### src/rtl/serial_add_ctrl.sv
// serial_add_ctrl
//   Adds two WIDTH-bit operands one bit per clock through an external,
//   purely combinational 1-bit full-adder slice, LSB first. This block owns
//   the operand shift registers, carry flop, bit counter and handshakes.
//
//   State table:
//     S_IDLE | waiting for an operand set; in_ready high
//     S_RUN  | one bit per clock through the adder slice; fa_* active
//     S_DONE | result presented on sum/cout with out_valid until out_ready
//
// Ports:
//   ck, rst               clock, synchronous active-high reset
//   in_valid / in_ready   operand handshake (op_a, op_b, cin sampled on accept)
//   fa_a, fa_b, fa_ci     bits driven to the adder slice (0 outside RUN)
//   fa_s, fa_co           sum / carry returned by the slice, same cycle
//   out_valid / out_ready result handshake
//   sum, cout             registered result and final carry
//   busy                  high while in RUN or DONE
module serial_add_ctrl #(
    parameter int WIDTH = 8
) (
    input  logic             ck,
    input  logic             rst,
    input  logic             in_valid,
    output logic             in_ready,
    input  logic [WIDTH-1:0] op_a,
    input  logic [WIDTH-1:0] op_b,
    input  logic             cin,
    output logic             fa_a,
    output logic             fa_b,
    output logic             fa_ci,
    input  logic             fa_s,
    input  logic             fa_co,
    output logic             out_valid,
    input  logic             out_ready,
    output logic [WIDTH-1:0] sum,
    output logic             cout,
    output logic             busy
);

    localparam int CW = $clog2(WIDTH);
    localparam logic [CW-1:0] CNT_LAST = CW'(WIDTH - 1);

    typedef enum logic [1:0] {
        S_IDLE = 2'd0,
        S_RUN  = 2'd1,
        S_DONE = 2'd2
    } state_t;

    state_t           state_q;
    logic [WIDTH-1:0] a_sr_q;
    logic [WIDTH-1:0] b_sr_q;
    logic [WIDTH-1:0] s_sr_q;
    logic             carry_q;
    logic [CW-1:0]    cnt_q;
    logic [WIDTH-1:0] sum_q;
    logic             cout_q;
    logic             in_ready_q;
    logic             out_valid_q;
    logic             busy_q;

    logic             run;
    logic [WIDTH-1:0] s_sr_d;

    // The slice is combinational, so its inputs must be driven straight from
    // the current shift-register LSBs rather than through another flop.
    assign run   = (state_q == S_RUN);
    assign fa_a  = run & a_sr_q[0];
    assign fa_b  = run & b_sr_q[0];
    assign fa_ci = run & carry_q;

    // New sum bit enters at the MSB so that after WIDTH shifts bit 0 sits at
    // the LSB.
    assign s_sr_d = {fa_s, s_sr_q[WIDTH-1:1]};

    always_ff @(posedge ck) begin
        if (rst) begin
            state_q     <= S_IDLE;
            a_sr_q      <= '0;
            b_sr_q      <= '0;
            s_sr_q      <= '0;
            carry_q     <= 1'b0;
            cnt_q       <= '0;
            sum_q       <= '0;
            cout_q      <= 1'b0;
            in_ready_q  <= 1'b1;
            out_valid_q <= 1'b0;
            busy_q      <= 1'b0;
        end else begin
            case (state_q)
                S_IDLE: begin
                    if (in_valid) begin
                        a_sr_q     <= op_a;
                        b_sr_q     <= op_b;
                        carry_q    <= cin;
                        cnt_q      <= '0;
                        state_q    <= S_RUN;
                        in_ready_q <= 1'b0;
                        busy_q     <= 1'b1;
                    end
                end

                S_RUN: begin
                    s_sr_q  <= s_sr_d;
                    carry_q <= fa_co;
                    a_sr_q  <= a_sr_q >> 1;
                    b_sr_q  <= b_sr_q >> 1;
                    cnt_q   <= cnt_q + CW'(1);
                    if (cnt_q == CNT_LAST) begin
                        // Explicit clear keeps non-power-of-two widths from
                        // leaving the counter at WIDTH.
                        cnt_q       <= '0;
                        sum_q       <= s_sr_d;
                        cout_q      <= fa_co;
                        out_valid_q <= 1'b1;
                        state_q     <= S_DONE;
                    end
                end

                S_DONE: begin
                    if (out_ready) begin
                        out_valid_q <= 1'b0;
                        in_ready_q  <= 1'b1;
                        busy_q      <= 1'b0;
                        state_q     <= S_IDLE;
                    end
                end

                default: begin
                    state_q     <= S_IDLE;
                    in_ready_q  <= 1'b1;
                    out_valid_q <= 1'b0;
                    busy_q      <= 1'b0;
                end
            endcase
        end
    end

    assign in_ready  = in_ready_q;
    assign out_valid = out_valid_q;
    assign sum       = sum_q;
    assign cout      = cout_q;
    assign busy      = busy_q;

endmodule
### config.mk
export PLATFORM = sky130hd
export DESIGN_NAME = serial_add_ctrl
export DESIGN_NICKNAME = d
export VERILOG_FILES = /design/src/rtl/serial_add_ctrl.sv
export SDC_FILE = /design/constraint.sdc
export NUM_CORES = 1
export LEC_CHECK = 0
export ABC_AREA = 0
export BUFFER_PORTS_ARGS = -buffer_cell sky130_fd_sc_hd__buf_2
export CELL_PAD_IN_SITES_DETAIL_PLACEMENT = 1
export CELL_PAD_IN_SITES_GLOBAL_PLACEMENT = 1
export CORE_MARGIN = 3
export CORE_UTILIZATION = 42
export CTS_CLUSTER_DIAMETER = 80
export CTS_CLUSTER_SIZE = 8
export DETAILED_ROUTE_END_ITERATION = 12
export HOLD_SLACK_MARGIN = 0.15
export MAX_ROUTING_LAYER = met4
export PLACE_DENSITY = 0.88
export SLEW_MARGIN = 30
export SYNTH_ARGS = -nofsm -noshare
export SYNTH_HDL_FRONTEND = slang
export SYNTH_SLANG_ARGS = --single-unit
### constraint.sdc
create_clock -name ck -period 3.5 [get_ports ck]
set_input_delay 0.175 -clock ck [delete_from_list [all_inputs] [get_ports ck]]
set_output_delay 0.175 -clock ck [all_outputs]
set_load 0.005 [all_outputs]
======== After elaboration in Yosys (flattened, before gate mapping) ========
Index checks and enable logic that the tools add are counted.
cells by class
  multiply operators ...................... 0
  muxes and demuxes ....................... 21
  $lt $le $gt $ge ......................... 0
  bitwise logic cells ..................... 5
  div/mod/pow operators ................... 0
  shift-type cells ........................ 0
  reduce and logical (&&, ||, !) cells .... 7
  equality and inequality tests ........... 6
  add/subtract/negate cells ............... 1
operators with widths
  kind                                           count
  one-hot mux 8 bit (2 select lines)             2
  two-way mux 8 bit                              2
  one-hot mux 1 bit (3 select lines)             3
  AND reduction 3 bit                            3
  two-way mux 1 bit                              6
  two-way mux 2 bit                              3
  two-way mux 3 bit                              2
  one-hot mux 2 bit (3 select lines)             1
  one-hot mux 3 bit (2 select lines)             1
  != test 2 bit, second input constant           2
  AND reduction 2 bit                            2
  adder 3 x 1 -> 3 bit, second input constant    1
  bitwise AND 1 bit                              3
  == test 3 bit, second input constant           1
  == test 2 x 1 -> 1 bit, second input constant  1
  == test 2 bit, second input constant           1
  zero test 2 bit                                1
  != test 2 x 1 -> 1 bit, second input constant  1
  inverter 1 bit                                 2
  one-hot mux 1 bit (2 select lines)             1
  nonzero test 2 bit                             1
word-level totals
  memories kept ........................... 0
  input port bits ......................... 23
  memory bits (writable) .................. 0
  word-level logic and storage cells ...... 51
  latch bits .............................. 0
  flip-flop bits (word level) ............. 42
  output and inout port bits .............. 15
  ROM bits ................................ 0

======== Depth between registers and ports, before layout ========
Gate-level depths: netlist of run 1.
  depth in word-level cells ............... 3
  gate-level depth with buffers ........... 6
  gate-level depth less buffers ........... 5

======== Worst setup path after synthesis of run 1 ========
OpenSTA, ideal clock, no wires.
  path kind ............................... flip-flop to flip-flop
  from .................................... register state_q[1]
  to ...................................... register a_sr_q[0]
  data required time ...................... 3.372 ns
  setup time .............................. 0.128 ns
  path slack .............................. 2.134 ns
  path buffers ............................ 3
  stages on the path, launching flop included .. 7
  period minus slack after synthesis ...... 1.366 ns
  arrival ................................. 1.238 ns
  cells stage by stage .................... dfxtp_1 -> buf_6 -> or3b_4 -> buf_6 -> buf_12 -> o221ai_2 -> a21oi_1
between the ends
  longest elaborated chain between the ends .. 3
  elaborated cells between the ends (all ways) .. 6
  classes of those cells .................. 2 x eq/ne; 1 x mux; 3 x reduce/logical
ends and longest elaborated chain
  item                                                           RTL line  text
  start: declaration                                             50        state_t state_q;
  start signal: assignment                                       78        state_q <= S_IDLE;
  start signal: assignment                                       97        state_q <= S_RUN;
  start signal: assignment                                       116       state_q <= S_DONE;
  == test 2 x 1 -> 1 bit or zero test 2 bit (tied branches)      90        case (state_q)
  nonzero test 2 bit (no line) or != test 2 bit (tied branches)  --
  AND reduction 2 bit (no line)                                  --
  end signal: assignment                                         93        a_sr_q <= op_a;
  end signal: assignment                                         106       a_sr_q <= a_sr_q >> 1;
  end: declaration                                               51        logic [WIDTH-1:0] a_sr_q;
Several ways; a longest one is shown, not always the timed one.
A chain may end at the register's enable or synchronous reset.

======== Final worst setup path of run 1 ========
  from .................................... register cnt_q[0]
  to ...................................... register sum_q[4] (netlist: sum[4])
between the ends
  longest elaborated chain between the ends .. 2
ends and longest elaborated chain
  item                           RTL line  text
  start: declaration             55        logic [CW-1:0] cnt_q;
  start signal: assignment       108       cnt_q <= cnt_q + CW'(1);
  == test 3 bit                  109       if (cnt_q == CNT_LAST) begin
  AND reduction 2 bit (no line)  --
  end signal: assignment         113       sum_q <= s_sr_d;
  end: declaration               56        logic [WIDTH-1:0] sum_q;
No other way between the ends.

==> out/qor.txt, run 1 <==
Netlist cell types -> 26
most common cell after layout, fill and taps aside -> dfxtp_1
Worst Skew -> 3.33 ps
CTS Hold Bufs -> 1
Cell Area, Synth -> 1680 um2
post-synthesis sequential area ratio -> 48.8%
Top Usage Layer GRT -> met2
top post-synthesis cells by area -> dfxtp_1 (49%), a21oi_1 (10%), o221ai_2 (8.0%)
Syn-to-layout area delta -> 14.7%
first-pass GRT wire length -> 6330 um
Reg2Reg Setup Slack -> 1690 ps
Worst path slowest cell -> ha_1
endpoint of the worst setup timing path -> sum[4]
Crit. Startpoint -> cnt_q[0]
Crit Path Max Fanout -> 12
CTS root buf -> clkbuf_8
yosys warns -> 0
Cells after Synth -> 189
most frequent cells in the layout -> dfxtp_1 (41), buf_2 (37), a21oi_1 (35)
Core ar. -> 3770 um2
setup TNS -> 0 ps
met3 GRT Util -> 5.80%
post-CTS setup buffer count -> 0
vias in the first global route -> 1356
port bufs -> 37
worst-margin pin slew -> 648 ps
Avg Inst Size Synth -> 8.89 um2
routed vias/inst -> 5.24
# fillers -> 461
hpwl dp -> 2560 um
Critical Path Most Common Cell -> ha_1
Routability Congestion -> 0.757
crit end category -> register
R2R depth -> 5
TritonCTS Buffers -> 5
met2 Usage GRT -> 26.4%
H-tree Lvls -> 2
Routed WL -> 3710 um
Worst-path clk slew -> 70 ps
final hold violations -> 0
Arr. time, crit path -> 1960 ps
Final ANT Viol Nets -> 0
All-Layer GR Usage -> 17.0%
Overflow after GRT -> 0
FF-to-FF End -> sum[4]
die height -> 69.3 um
area of the multi-input gates -> 693 um2
clock buffer depth -> 2
# nets final -> 243
Max transition margin -> 56.7%
worst setup path category -> reg2reg
CTS tree -> done
FF+latch area -> 821 um2
Hold Crit Class -> in2reg
M1 GR Usage -> 20.6%
Final Slew Violations -> 0
Initial Util -> 44.6%
post-route DRC violation count -> 0
initial antenna violation count -> 0
status -> completed
row count -> 22
crit share post-route -> 51.6%
largest net degree at the start of global routing -> 27
Sink Count -> 41
DR iter-0 viols -> 53
RR Startpoint -> cnt_q[0]
Cell Pwr Density -> 473 nW/um2
#FFs+latches synth -> 41
Leakage -> 0.764 nW
number of setup violations in the final report -> 0
I/O pin total -> 38
cell taking the most area after synthesis -> dfxtp_1
worst vdd ir -> 0.000277 V
Net Count, Synth -> 214
Max Cap Violations -> 0
Synth top area share -> 48.8%
total number of vias -> 1395
layout cells sized above 1 -> 25.2%
routed length per placed instance -> 13.9 um
Inserted Diodes -> 0
Period minus WS final -> 1810 ps
Die X -> 69.3 um
maximum clock rate -> 0.554 GHz
CP cell instances -> ha_1 -> ha_1 -> nand3b_1 -> nand2_1 -> a21oi_1
PostCTS Resize Cnt -> 0
First-pass DRT Iterations -> 4
Worst Path Required -> 3660 ps
CP startpoint kind -> register
Hold Slack -> 159 ps
Clk Latency, worst-skew pair -> 280 ps
CP max stage delay -> 450 ps
RSZ-0062 raised after global routing -> false
Die ar. -> 4800 um2
[registers in the layout, indices dropped and copies added, names as in the netlist]
| name | flops |
|---|---|
| a_sr_q | 8 |
| b_sr_q | 8 |
| busy | 1 |
| carry_q | 1 |
| cnt_q | 3 |
| cout | 1 |
| in_ready | 1 |
| out_valid | 1 |
| s_sr_q | 7 |
| state_q | 2 |
| sum | 8 |
[area by class of cell]
cell class	instances	area share, %
Clock buffer	7	4.48
Inverter	17	3.31
Multi-Input combinational cell	114	36.0
Sequential cell	41	42.6
Tap cell	48	3.12
Timing Repair Buffer	39	10.5
[layer usage]
layer	vias up	wire length [um]
met5	-	0
met3	5	120
met4	0	56
li1	707	-
met2	19	1800
met1	664	1740
[critical path, delay by kind of cell, from the launching register on]
kind / cells / cell delay, ps
adders and majority gates: 2 / 610
DFF: 1 / 350
AOI/OAI and AO/OA: 1 / 80
and+or+nand+nor: 2 / 630
[how the worst min path moves through the flow]
stage	start	slack (ps)	cells after the start	endpoint
2_1_floorplan	fa_s	310	2	s_sr_q[7]
3_3_place_gp	op_a[7]	430	3	a_sr_q[7]
3_5_place_dp	a_sr_q[4]	440	2	a_sr_q[4]
4_1_cts	op_b[7]	160	3	b_sr_q[7]
5_1_grt	op_b[7]	180	3	b_sr_q[7]
6_report	op_b[7]	160	3	b_sr_q[7]
[cells in the mapped netlist]
| cell type | number |
|---|---|
| dfxtp_1 | 41 |
| a21oi_1 | 35 |
| nand2_1 | 26 |
| inv_1 | 17 |
| nor2_1 | 10 |
| nand3_1 | 9 |
| o221ai_2 | 9 |
| clkbuf_1 | 7 |
| o221ai_1 | 6 |
| a22oi_1 | 5 |
| buf_2 | 5 |
| buf_6 | 2 |
| ha_1 | 2 |
| nand2b_1 | 2 |
| o21bai_1 | 2 |
| and2b_1 | 1 |
| buf_1 | 1 |
| buf_12 | 1 |
| buf_4 | 1 |
| nand3b_1 | 1 |
| nor2b_1 | 1 |
| nor3_1 | 1 |
| nor3b_1 | 1 |
| o21a_1 | 1 |
| o21ai_0 | 1 |
| or3b_4 | 1 |
[report_power, final]
group | internal, mW | switching [mW]
combinational | 0.0406 | 0.0603
clock | 0.156 | 0.147
sequential | 0.491 | 0.0162
[through the flow]
step                      worst slack (ps)  std cells  power [mW]  util [%]  instance area (um2)
after floorplan                       2130        189       0.592         -                 1680
after global placement                1720        258       0.613      48.5                 1830
after detailed placement              1710        258       0.618      48.5                 1830
after CTS                             1700        266       0.920      51.1                 1930
after global routing                  1510        266       0.960      51.1                 1930
final                                 1690        266       0.911      51.1                 1930
[kinds of logic after synthesis]
logic type | Yosys count | synth area share (%)
simple gates | 53 | 14.1
flops | 41 | 48.8
compound gates | 59 | 25.5
fa+ha+maj | 2 | 1.49
buf+inv | 34 | 10.1
Note: power is estimated with default switching activity, not from simulation.
==> run 2, diff against run 1 <==
--- a/config.mk
+++ b/config.mk
@@ -10,13 +10,13 @@
 export CELL_PAD_IN_SITES_DETAIL_PLACEMENT = 1
 export CELL_PAD_IN_SITES_GLOBAL_PLACEMENT = 1
 export CORE_MARGIN = 3
-export CORE_UTILIZATION = 42
+export CORE_UTILIZATION = 39
 export CTS_CLUSTER_DIAMETER = 80
 export CTS_CLUSTER_SIZE = 8
 export DETAILED_ROUTE_END_ITERATION = 12
 export HOLD_SLACK_MARGIN = 0.15
 export MAX_ROUTING_LAYER = met4
-export PLACE_DENSITY = 0.88
+export PLACE_DENSITY = 0.83
 export SLEW_MARGIN = 30
 export SYNTH_ARGS = -nofsm -noshare
 export SYNTH_HDL_FRONTEND = slang
==> constraint.sdc (replaced) <==
create_clock -name ck -period 1.7 [get_ports ck]
set_input_delay 0.085 -clock ck [delete_from_list [all_inputs] [get_ports ck]]
set_output_delay 0.085 -clock ck [all_outputs]
set_load 0.005 [all_outputs]
==> out/qor.txt, run 2 (synthesis gave the netlist of run 1 again) <==
status -> completed
RR Startpoint -> cnt_q[0]
Worst path slowest cell -> dfxtp_1
die height -> 71.6 um
Arr. time, crit path -> 1470 ps
Crit Path Max Fanout -> 18
Worst Skew -> 11.1 ps
post-route DRC violation count -> 0
most frequent cells in the layout -> dfxtp_1 (41), buf_2 (37), a21oi_1 (35)
most common cell after layout, fill and taps aside -> dfxtp_1
largest net degree at the start of global routing -> 26
Sink Count -> 41
routed length per placed instance -> 15.3 um
layout cells sized above 1 -> 26.0%
CTS tree -> done
Max transition margin -> 57.1%
clock power share -> 38.4%
vias in the first global route -> 1592
Pint -> 1.62 mW
I/O pin total -> 38
Worst Path Required -> 1620 ps
Max Cap Violations -> 0
Period minus WS final -> 1550 ps
total number of vias -> 1542
crit share post-route -> 91.3%
row count -> 23
Clk Latency, worst-skew pair -> 300 ps
setup TNS -> 0 ps
initial antenna violation count -> 0
CTS root buf -> clkbuf_8
CP startpoint kind -> register
Hold Path Origin -> rst
Hold Crit Class -> in2reg
fin area -> 2210 um2
Core ar. -> 4090 um2
hold path depth -> 3
hpwl dp -> 2680 um
worst-margin pin slew -> 643 ps
Syn-to-layout area delta -> 31.7%
Flop pwr share -> 48.7%
port bufs -> 37
RSZ-0062 raised after global routing -> false
R2R depth -> 5
PostCTS Resize Cnt -> 0
Routability Congestion -> 0.721
TritonCTS Buffers -> 5
Routed WL -> 4540 um
worst vdd ir -> 0.000636 V
CP cell instances -> nand2b_1 -> buf_4 -> nor2_1 -> buf_2
worst setup path category -> reg2out
clock buffer depth -> 2
Overflow after GRT -> 0
Power, Total -> 2.13 mW
Initial Util -> 41.1%
Crit. Startpoint -> state_q[1]
All-Layer GR Usage -> 19.1%
crit end category -> output pin
first-pass GRT wire length -> 7460 um
Final ANT Viol Nets -> 0
final hold violations -> 0
dpl cell area -> 1890 um2
routed vias/inst -> 5.19
CP max stage delay -> 500 ps
maximum clock rate -> 0.644 GHz
Die ar. -> 5130 um2
H-tree Lvls -> 2
Cell Pwr Density -> 965 nW/um2
# fillers -> 487
number of setup violations in the final report -> 0
DR iter-0 viols -> 106
Die X -> 71.6 um
Reg2Reg Setup Slack -> 260 ps
First-pass DRT Iterations -> 4
Leakage -> 0.901 nW
Sw Share -> 24.3%
Worst-path clk slew -> 80 ps
NetSw -> 519 uW
Final Slew Violations -> 0
# nets final -> 270
Comb power frac -> 13.0%
## run 2: timing repair
item / CTS / global route
endpoints found under the setup margin: 0 / 0
buffers inserted: 0 / 0
hold buffers: 20 / 0
endpoints found under the hold margin: 22 / 0
## run 2: final cells by class
cell class	count	area (um2)	area share [%]
multi-input combinational	114	694	31.4
sequential	41	821	37.1
antenna	1	2.50	0.113
clock inverter	1	30.0	1.36
inverter	17	63.8	2.88
timing repair buffer	66	453	20.5
tap	50	62.6	2.83
clock buffer	7	86.3	3.90
## run 2: final timing paths
kind / endpoint
max: fa_a
min: sum[3]
max reg2reg: cout
min reg2reg: a_sr_q[3]
## run 2: critical path, delay by kind of cell, from the launching register on
| family | cells | cell delay (ps) |
|---|---|---|
| flops | 1 | 500 |
| buf+inv | 2 | 400 |
| simple gates | 2 | 260 |
## run 2: per-layer routing
metal	global-route usage [%]	part of all wire, %	up-vias	wire length, um
met4	8.35	1.8	0	82
met5	-	0	-	0
met2	31.2	50	27	2290
li1	-	-	766	-
met3	3.09	2.6	8	120
met1	23.3	45	741	2050
## run 2: metrics by stage
stage	util, %	instances	hold WS (ps)	setup WS [ps]
final	54.2	297	264	148
after global routing	54.1	296	281	79.3
after CTS	54.0	296	258	158
after detailed placement	46.3	268	360	178
after global placement	46.3	268	354	219
after floorplan	-	189	221	334
## run 2: power by group through the flow
stage	clock [mW]	combinational, mW	sequential [mW]
floorplan	0	0.164	1.05
global placement	0	0.225	1.06
detailed placement	0	0.232	1.06
global route	0.871	0.306	1.04
CTS	0.832	0.271	1.04
finish	0.819	0.277	1.04
